File: config.mk
export PLATFORM = sky130hd
export DESIGN_NAME = uart_tx
export DESIGN_NICKNAME = d
export VERILOG_FILES = /design/src/rtl/uart_tx.sv
export SDC_FILE = /design/constraint.sdc
export NUM_CORES = 1
export LEC_CHECK = 0
export CORE_ASPECT_RATIO = 0.7
export CORE_MARGIN = 2
export CORE_UTILIZATION = 55
export DETAILED_ROUTE_END_ITERATION = 10
export PLACE_DENSITY = 0.79
export SLEW_MARGIN = 20
export SYNTH_ARGS = -nofsm -noshare
export SYNTH_HDL_FRONTEND = slang
export SYNTH_SLANG_ARGS = --single-unit
export TNS_END_PERCENT = 50
File: constraint.sdc
create_clock -name clk -period 3.7 [get_ports clk]
set_input_delay 0.74 -clock clk [delete_from_list [all_inputs] [get_ports clk]]
set_output_delay 0.74 -clock clk [all_outputs]
set_load 0.03 [all_outputs]
File: src/rtl/uart_tx.sv
// UART transmitter: start bit, DATA_WIDTH data bits LSB first, optional parity bit, one stop bit.
// Define UART_TX_HOLD_EN to add a one-entry hold buffer for back-to-back frames with zero gap.
module uart_tx #(
  parameter int DATA_WIDTH = 8,
  parameter int PRESCALE_W = 6
) (
  input  logic                  clk,
  input  logic                  rst,
  input  logic [DATA_WIDTH-1:0] P_DATA,
  input  logic                  DATA_VALID,
  output logic                  ready,
  input  logic                  PAR_EN,
  input  logic                  PAR_TYP,
  input  logic [PRESCALE_W-1:0] prescale,
  output logic                  TX_OUT,
  output logic                  busy
);

  localparam int BW = (DATA_WIDTH > 1) ? $clog2(DATA_WIDTH) : 1;

  typedef enum logic [2:0] {IDLE, START, DATA, PARITY, STOP} state_e;

  typedef struct packed {
    logic [DATA_WIDTH-1:0] data;
    logic                  par_en;
    logic                  par_typ;
    logic [PRESCALE_W-1:0] presc;
  } frame_t;

  state_e                state_q, state_d;
  logic [PRESCALE_W-1:0] edge_q, edge_d;
  logic [BW-1:0]         bit_q, bit_d;
  frame_t                frm_q, frm_d, in_frm;
  logic                  tx_q, tx_d;
  logic                  accept, bit_done, start_in;

`ifdef UART_TX_HOLD_EN
  frame_t hold_q, hold_d;
  logic   hold_vld_q, hold_vld_d;
  logic   start_hold;
  assign ready = (state_q == IDLE) || !hold_vld_q;
`else
  assign ready = (state_q == IDLE);
`endif

  assign in_frm   = '{data: P_DATA, par_en: PAR_EN, par_typ: PAR_TYP, presc: prescale};
  assign accept   = DATA_VALID && ready;
  // prescale 0 wraps to all-ones here, giving a full 2^PRESCALE_W clock bit.
  assign bit_done = (edge_q == (frm_q.presc - PRESCALE_W'(1)));
  assign busy     = (state_q != IDLE);
  assign TX_OUT   = tx_q;

  always_comb begin
    state_d  = state_q;
    edge_d   = edge_q;
    bit_d    = bit_q;
    frm_d    = frm_q;
    start_in = 1'b0;
`ifdef UART_TX_HOLD_EN
    hold_d     = hold_q;
    hold_vld_d = hold_vld_q;
    start_hold = 1'b0;
`endif
    if (state_q != IDLE) edge_d = bit_done ? '0 : edge_q + 1'b1;

    case (state_q)
      IDLE:   start_in = accept;
      START:  if (bit_done) begin
                state_d = DATA;
                bit_d   = '0;
              end
      DATA:   if (bit_done) begin
                if (bit_q == BW'(DATA_WIDTH - 1)) state_d = frm_q.par_en ? PARITY : STOP;
                else                              bit_d   = bit_q + 1'b1;
              end
      PARITY: if (bit_done) state_d = STOP;
      STOP:   if (bit_done) begin
                state_d = IDLE;
`ifdef UART_TX_HOLD_EN
                // A byte arriving on the last stop clock with hold empty chains directly.
                if (hold_vld_q) start_hold = 1'b1;
                else            start_in   = accept;
`endif
              end
      default: state_d = IDLE;
    endcase

`ifdef UART_TX_HOLD_EN
    if (accept && (state_q != IDLE) && !start_in) begin
      hold_d     = in_frm;
      hold_vld_d = 1'b1;
    end
    if (start_hold) begin
      frm_d      = hold_q;
      hold_vld_d = 1'b0;
      state_d    = START;
      edge_d     = '0;
      bit_d      = '0;
    end
`endif
    if (start_in) begin
      frm_d   = in_frm;
      state_d = START;
      edge_d  = '0;
      bit_d   = '0;
    end

    // Line level is registered from the next state so TX_OUT tracks state_q.
    case (state_d)
      START:   tx_d = 1'b0;
      DATA:    tx_d = frm_d.data[bit_d];
      PARITY:  tx_d = (^frm_d.data) ^ frm_d.par_typ;
      default: tx_d = 1'b1;
    endcase
  end

  always_ff @(posedge clk) begin
    if (!rst) begin
      state_q <= IDLE;
      edge_q  <= '0;
      bit_q   <= '0;
      frm_q   <= '0;
      tx_q    <= 1'b1;
`ifdef UART_TX_HOLD_EN
      hold_q     <= '0;
      hold_vld_q <= 1'b0;
`endif
    end else begin
      state_q <= state_d;
      edge_q  <= edge_d;
      bit_q   <= bit_d;
      frm_q   <= frm_d;
      tx_q    <= tx_d;
`ifdef UART_TX_HOLD_EN
      hold_q     <= hold_d;
      hold_vld_q <= hold_vld_d;
`endif
    end
  end

endmodule

==> metrics.md <==
| Metric | Value |
|---|---|
| Status | `complete, no violations` |
| Hold path cells | `2` |
| Hold path endpoint | `frm_q[6]` |
| Peak VDD IR | `roughly 0.27 mV` |
| Max Cap Violations | `0` |
| Synth area leaders | `dfxtp_1 33%, nand2_1 9.7%, xnor2_1 8.8%` |
| CTS Buffer Depth | `2` |
| Tcrit/Tclk final | `0.772` |
| CTS tree | `done` |
| Final ANT Viol Nets | `0` |
| Mean Syn Cell Area | `8.36 sq um` |
| Hold WC Path Type | `reg -> reg` |
| Initial antenna violation count | `0` |
| Placed cell areas | `2030 sq um` |
| Hold Fails Final Rpt | `0` |
| Layout cells sized above 1 | `0.101` |
| CP top delay family | `compound AO/OA/AOI/OAI gates` |
| Syn Inst Count | `213` |
| Die area | `3720 sq um` |
| WL/cell | `13.4 um` |
| Row count | `17` |
| Core footprint | `3130 sq um` |
| Flops & latches, synth | `29` |
| Final instance area | `2130 sq um` |
| Global-route wire length before repair | `6580 um` |
| Setup CP Type | `reg -> reg` |
| DIE HEIGHT | `51.6 um` |
| Cts hold-fix bufs | `0` |
| Initial DRC count | `109` |
| Initial Utilization | `0.570` |
| Total wire length | `3690 um` |
| CP max stage cell | `or3_2` |
| Min Tclk post-route | `roughly 2900 ps` |
| Grt total ovfl | `0` |
| Root buf cell | `clkbuf_8` |
| Die width | `72.0 um` |
| Main synth FF type | `dfxtp_1` |
| Syn. warnings | `0` |
| Seq/Total Area, Yosys | `0.326` |
| Leak Pwr | `between 0.0007 and 0.0008 uW` |
| Synthesized Nets | `235` |
| Setup Buffers After CTS | `0` |
| Clock latency on the worst-skew pair | `280 ps` |
| Critical R2R Capture | `TX_OUT` |
| DR vias | `1481` |
| Post-Syn Area | `1780 sq um` |
| Worst Skew | `between 3 and 4 ps` |
| # H-tree levels | `2` |
| # resized after CTS | `0` |
| Nets | `between 200 and 300` |
| Detailed-route DRC error count | `0` |
| Syn-to-layout area delta | `19.5%` |
| Clk sinks | `29` |
| Vias in the first global route | `1359` |
| Asr flop ratio synth | `0` |
| I/O Pins | `22` |
| Worst path max stage delay | `about 460 ps` |
| Least-Margin Pin Slew | `roughly 700 ps` |
| Reg-to-Reg Start | `frm_q[0]` |
| Slew Limit Headroom | `0.520` |
| Cell area power density | `370 nW/um^2` |
| Pins Over Slew Limit | `0` |
| Crit path max fanout | `10` |
| CP required | `3860 ps` |
| Placer Congestion | `about 0.88` |
| RSZ-0062 raised after global routing | `false` |
| Post-synth EDFFs | `0` |
| Synth cell types | `50` |
| CP Buf/Inv Count | `1` |
| Clock-pin slew on the worst setup and hold paths | `~60 ps` |
| Port buffer count | `21` |
| HP Start | `frm_q[6]` |
| Dpl hpwl | `2730 um` |
| Element type at the critical path start | `flop` |
| Yosys top cell area share | `0.326` |
| Leading area contributor after synthesis | `dfxtp_1` |
| Worst Path Arrival | `3020 ps` |
| R2R depth | `10` |
| Worst path cell trace | `inv_1, ha_1, nor2b_1, or3_2, a31oi_2, a41oi_1, o21ai_2, mux2_2, o2111ai_1, o211ai_1` |
| Drt first pass iters | `4` |
| Final Setup Violations | `0` |
| Largest net degree at the start of global routing | `23` |
| Fin Setup TNS | `0 ps` |
| R2R Setup Slk | `840 ps` |
| DR vias/cell | `5.39` |
| Antenna Cells | `0` |
| GRT Util Overall | `0.236` |
| Num CTS Buffers | `5` |
| Peak Freq | `350 MHz` |
| Crit end category | `flop` |
how the worst max path moves through the flow:
stage	startpoint	end	depth (start not counted)
6_report	frm_q[0]	TX_OUT	10
5_1_grt	frm_q[0]	TX_OUT	10
4_1_cts	frm_q[0]	TX_OUT	10
3_5_place_dp	frm_q[0]	TX_OUT	10
3_3_place_gp	frm_q[0]	TX_OUT	10
2_1_floorplan	frm_q[0]	TX_OUT	8
metal layers:
| metal | vias up | global-route usage | wire (um) |
|---|---|---|---|
| li1 | 779 | - | - |
| met4 | 0 | 0.104 | 55 |
| met2 | 35 | 0.346 | 1500 |
| met1 | 662 | 0.327 | 1960 |
| met3 | 5 | 0.0601 | 173 |
| met5 | - | 0 | 0 |
registers in the layout (all words and copies together), names as in the netlist:
register,flops
frm_q,16
edge_q,6
bit_q,3
state_q,3
TX_OUT,1
metrics by stage:
step | util | power [uW] | hold WS (ps) | setup slack [ps] | std cells
global route | 0.681 | 825 | 498 | 631 | 275
floorplan | - | 457 | 452 | 1080 | 213
CTS | 0.681 | 797 | 487 | 876 | 275
global placement | 0.649 | 506 | 475 | 968 | 267
finish | 0.681 | 788 | 486 | 844 | 275
detailed placement | 0.649 | 507 | 478 | 887 | 267
cell usage after synthesis (2+ instances only):
| cell | n |
|---|---|
| o21ai_0 | 2 |
| nand2_1 | 46 |
| and2_1 | 6 |
| a21oi_1 | 3 |
| and2b_1 | 2 |
| clkbuf_1 | 5 |
| nand3b_1 | 2 |
| a21boi_0 | 16 |
| a2111oi_0 | 2 |
| inv_1 | 7 |
| mux2i_1 | 5 |
| nor2b_1 | 5 |
| buf_1 | 2 |
| xor2_1 | 8 |
| nor2_1 | 12 |
| o2111ai_1 | 2 |
| a31oi_1 | 2 |
| xnor2_1 | 18 |
| dfxtp_1 | 29 |
| and4_2 | 2 |
| nand3_1 | 6 |
| ha_1 | 3 |
worst min-delay path: cells and delay by family, from the launching register on:
kind / cells / cell delay, ps
DFF: 1 / 320
AOI/OAI and AO/OA: 1 / 60
and+or+nand+nor: 1 / 50
cells in the final DEF, fill, tap and decap left out, types with 2 or more instances in the layout:
cell / netlist / final
nand2_1: 46 / 46
dfxtp_1: 29 / 29
clkdlybuf4s50_1: 0 / 21
xnor2_1: 18 / 18
a21boi_0: 16 / 16
nor2_1: 12 / 12
xor2_1: 8 / 8
inv_1: 7 / 7
clkbuf_8: 0 / 7
and2_1: 6 / 6
nand3_1: 6 / 6
nor2b_1: 5 / 5
mux2i_1: 5 / 5
a21oi_1: 3 / 3
ha_1: 3 / 3
o21ai_0: 2 / 2
a31oi_1: 2 / 2
nand3b_1: 2 / 2
and2b_1: 2 / 2
and4_2: 2 / 2
a2111oi_0: 2 / 2
o2111ai_1: 2 / 2
buf_4: 0 / 2
power by group:
part | total [uW] | switching (uW) | leakage [uW] | internal [uW]
registers | 342 | 15.8 | 0.000237 | 327
logic | 159 | 80.5 | 0.000494 | 78.8
clock network | 286 | 118 | 0.0000542 | 168
cell type report:
cell class,instances,area [sq um]
Fill cell,263,997
Clock buffer,7,96.3
Clock inverter,1,5.00
Multi-Input combinational cell,170,1150
Sequential cell,29,581
Tap cell,38,47.5
Inverter,7,26.3
Timing Repair Buffer,23,225
logic make-up after synthesis:
group                      synth area share
AOI/OAI and AO/OA                     0.195
xor gates and xnor gates              0.128
adders and majority gates            0.0211
and+or+nand+nor                       0.253
muxes                                0.0485
buffers and inverters                0.0295
DFF                                   0.326
Power figures use the tool's default switching activity.
==> edit: new RTL, same settings <==
The option `UART_TX_HOLD_EN` is turned on by a define.
--- a/src/rtl/uart_tx.sv
+++ b/src/rtl/uart_tx.sv
@@ -1,5 +1,7 @@
 // UART transmitter: start bit, DATA_WIDTH data bits LSB first, optional parity bit, one stop bit.
 // Define UART_TX_HOLD_EN to add a one-entry hold buffer for back-to-back frames with zero gap.
+`define UART_TX_HOLD_EN
+
 module uart_tx #(
   parameter int DATA_WIDTH = 8,
   parameter int PRESCALE_W = 6
Function: changed (Yosys sat finds a counterexample within 4 cycles, from zero or initial values and one cycle with rst low).
==> edit against the original RTL <==
  * Critical path depth rose by 3
  * Power rose by 37%
  * Highest routed layer unchanged
  * Area after synthesis increased by 38%
  * Largest power group unchanged
  * Design area is 32% higher
  * Via count grew 19%
  * Fmax fell by 15%
  * Sequential cell count up 17
  * Combinational power increased by 45%
  * Wire length increased by 23%
  * Sequential power rose by 59%
  * Utilization down 3.1 points
  * Setup slack worse by 0.51 ns
==> edit: results (changes against the original RTL) <==
| Metric | Value |
|---|---|
| M1 WL | `2520 um (+28%)` |
| Largest net degree at the start of global routing | `39 (+70%)` |
| Top cells by area, synth | `dfxtp_1 37%, mux2i_1 11%, mux2_2 6.4%, nor2b_1 4.8%, nor2_1 3.8%` |
| Clock buffers | `6 (-1)` |
| Status | `complete, no violations` |
| Met3 Wirelength | `150 um (-13%)` |
| FP Rows | `20 (+3)` |
| Sequential cell area fraction in the yosys report | `0.375 (+0.0487)` |
| Dpl ws | `0.301 ns (-0.586 ns)` |
| Layout cells sized above 1 | `0.138 (+0.0369)` |
| Syn avg cell area | `9.68 sq um (+16%)` |
| Skew-Pair Late Insertion Delay | `0.30 ns (+0.02 ns)` |
| Met2 WL | `1840 um (+22%)` |
| Synthesized net count | `276 (+17%)` |
| Fin cells | `330 (+20%)` |
| GR Util met1 | `0.293 (-0.0343)` |
| Data buffer area share | `0.0951 (-0.0106)` |
| Register area | `921 sq um (+59%)` |
| Area of the multi-input gates | `1440 sq um (+25%)` |
| Vias per std cell | `5.35 (-0.57%)` |
| Top cells by count, synth | `46 x dfxtp_1, 26 x mux2i_1, 25 x nor2_1` |
| Leak pwr | `1.15 nW (+47%)` |
| WL per Instance | `13.8 um (+2.7%)` |
| Clock Skew | `0.00645 ns (+0.00293 ns)` |
| Reg clk slew, reported paths | `0.09 ns (+0.03 ns)` |
| Vias in the first global route | `1673 (+23%)` |
| Area after DPL | `2730 sq um (+35%)` |
| CP max FO | `19 (+9)` |
| Layout clock area frac | `0.0307 (-0.0169)` |
| Routing usage on met2 | `0.306 (-0.0394)` |
| Fillers | `383 (+46%)` |
| Worst Path Arrival | `3.59 ns (+0.57 ns)` |
| Number of non-clock inverters | `8 (+1)` |
| Fin nets | `296 (+15%)` |
| Total GRT Usage | `0.202 (-0.0341)` |
| Drt initial violations | `82 (-25%)` |
| Dpl hpwl | `3280 um (+20%)` |
| Placed Cells | `322 (+21%)` |
| IR Drop Worst-Case VDD | `0.263 mV (-1.6%)` |
| Synth unique cells | `48 (-4.0%)` |
| Global Route met3 Usage | `0.0428 (-0.0173)` |
| Multi-input gates | `186 (+9.4%)` |
| GPL Wtd Cong | `0.832 (-5.8%)` |
| Slew margin rel. | `0.518 (-0.00228)` |
-- edit: changes by cell type in the layout (fill, tap and decap cells not counted), sizes merged, moves of 4 or more --
cell    before  now
mux2         2   18
and2         6   11
nor2b        5   19
nor3b        0    4
mux2i        6   26
nand2       46   10
buf          2    6
dfxtp       29   46
o221ai       0    8
xnor2       18   10
a21boi      16    0
nor2        12   25
-- edit: logic make-up (layout without fill, tap and decap cells) --
logic type                 count (synthesis)  after routing  share of synthesized area
and+or+nand+nor                           90             90                      0.203
muxes                                     44             44                      0.193
adders and majority gates                  3              3                     0.0153
DFF                                       46             46                      0.375
xor gates and xnor gates                  18             18                     0.0789
AOI/OAI and AO/OA                         31             31                     0.0967
buffers and inverters                     22             43                     0.0392
-- edit: worst max-delay path: cells and delay by family, from the launching register on --
kind            cells  cell delay, ns
fa+ha+maj           1            0.27
buf+inv             2            0.32
mux                 3            0.86
simple gates        1            0.22
compound gates      3            0.47
flops               1            0.41
xor+xnor            3            0.74
-- edit: path summary, 6_finish.rpt --
path,from,cells after the start,end,slack (ns)
worst min-delay path,hold_q[12]$_SDFFE_PN0P_,2,hold_q[12]$_SDFFE_PN0P_,0.52
worst max register to register,frm_q[0]$_SDFFE_PN0P_,13,TX_OUT$_SDFF_PN1_,0.34
worst max-delay path,frm_q[0]$_SDFFE_PN0P_,13,TX_OUT$_SDFF_PN1_,0.34
worst min register to register,hold_q[12]$_SDFFE_PN0P_,2,hold_q[12]$_SDFFE_PN0P_,0.52
-- edit: power breakdown --
part,internal (mW),switching [mW]
registers,0.523,0.0201
clock network,0.133,0.169
logic,0.127,0.103
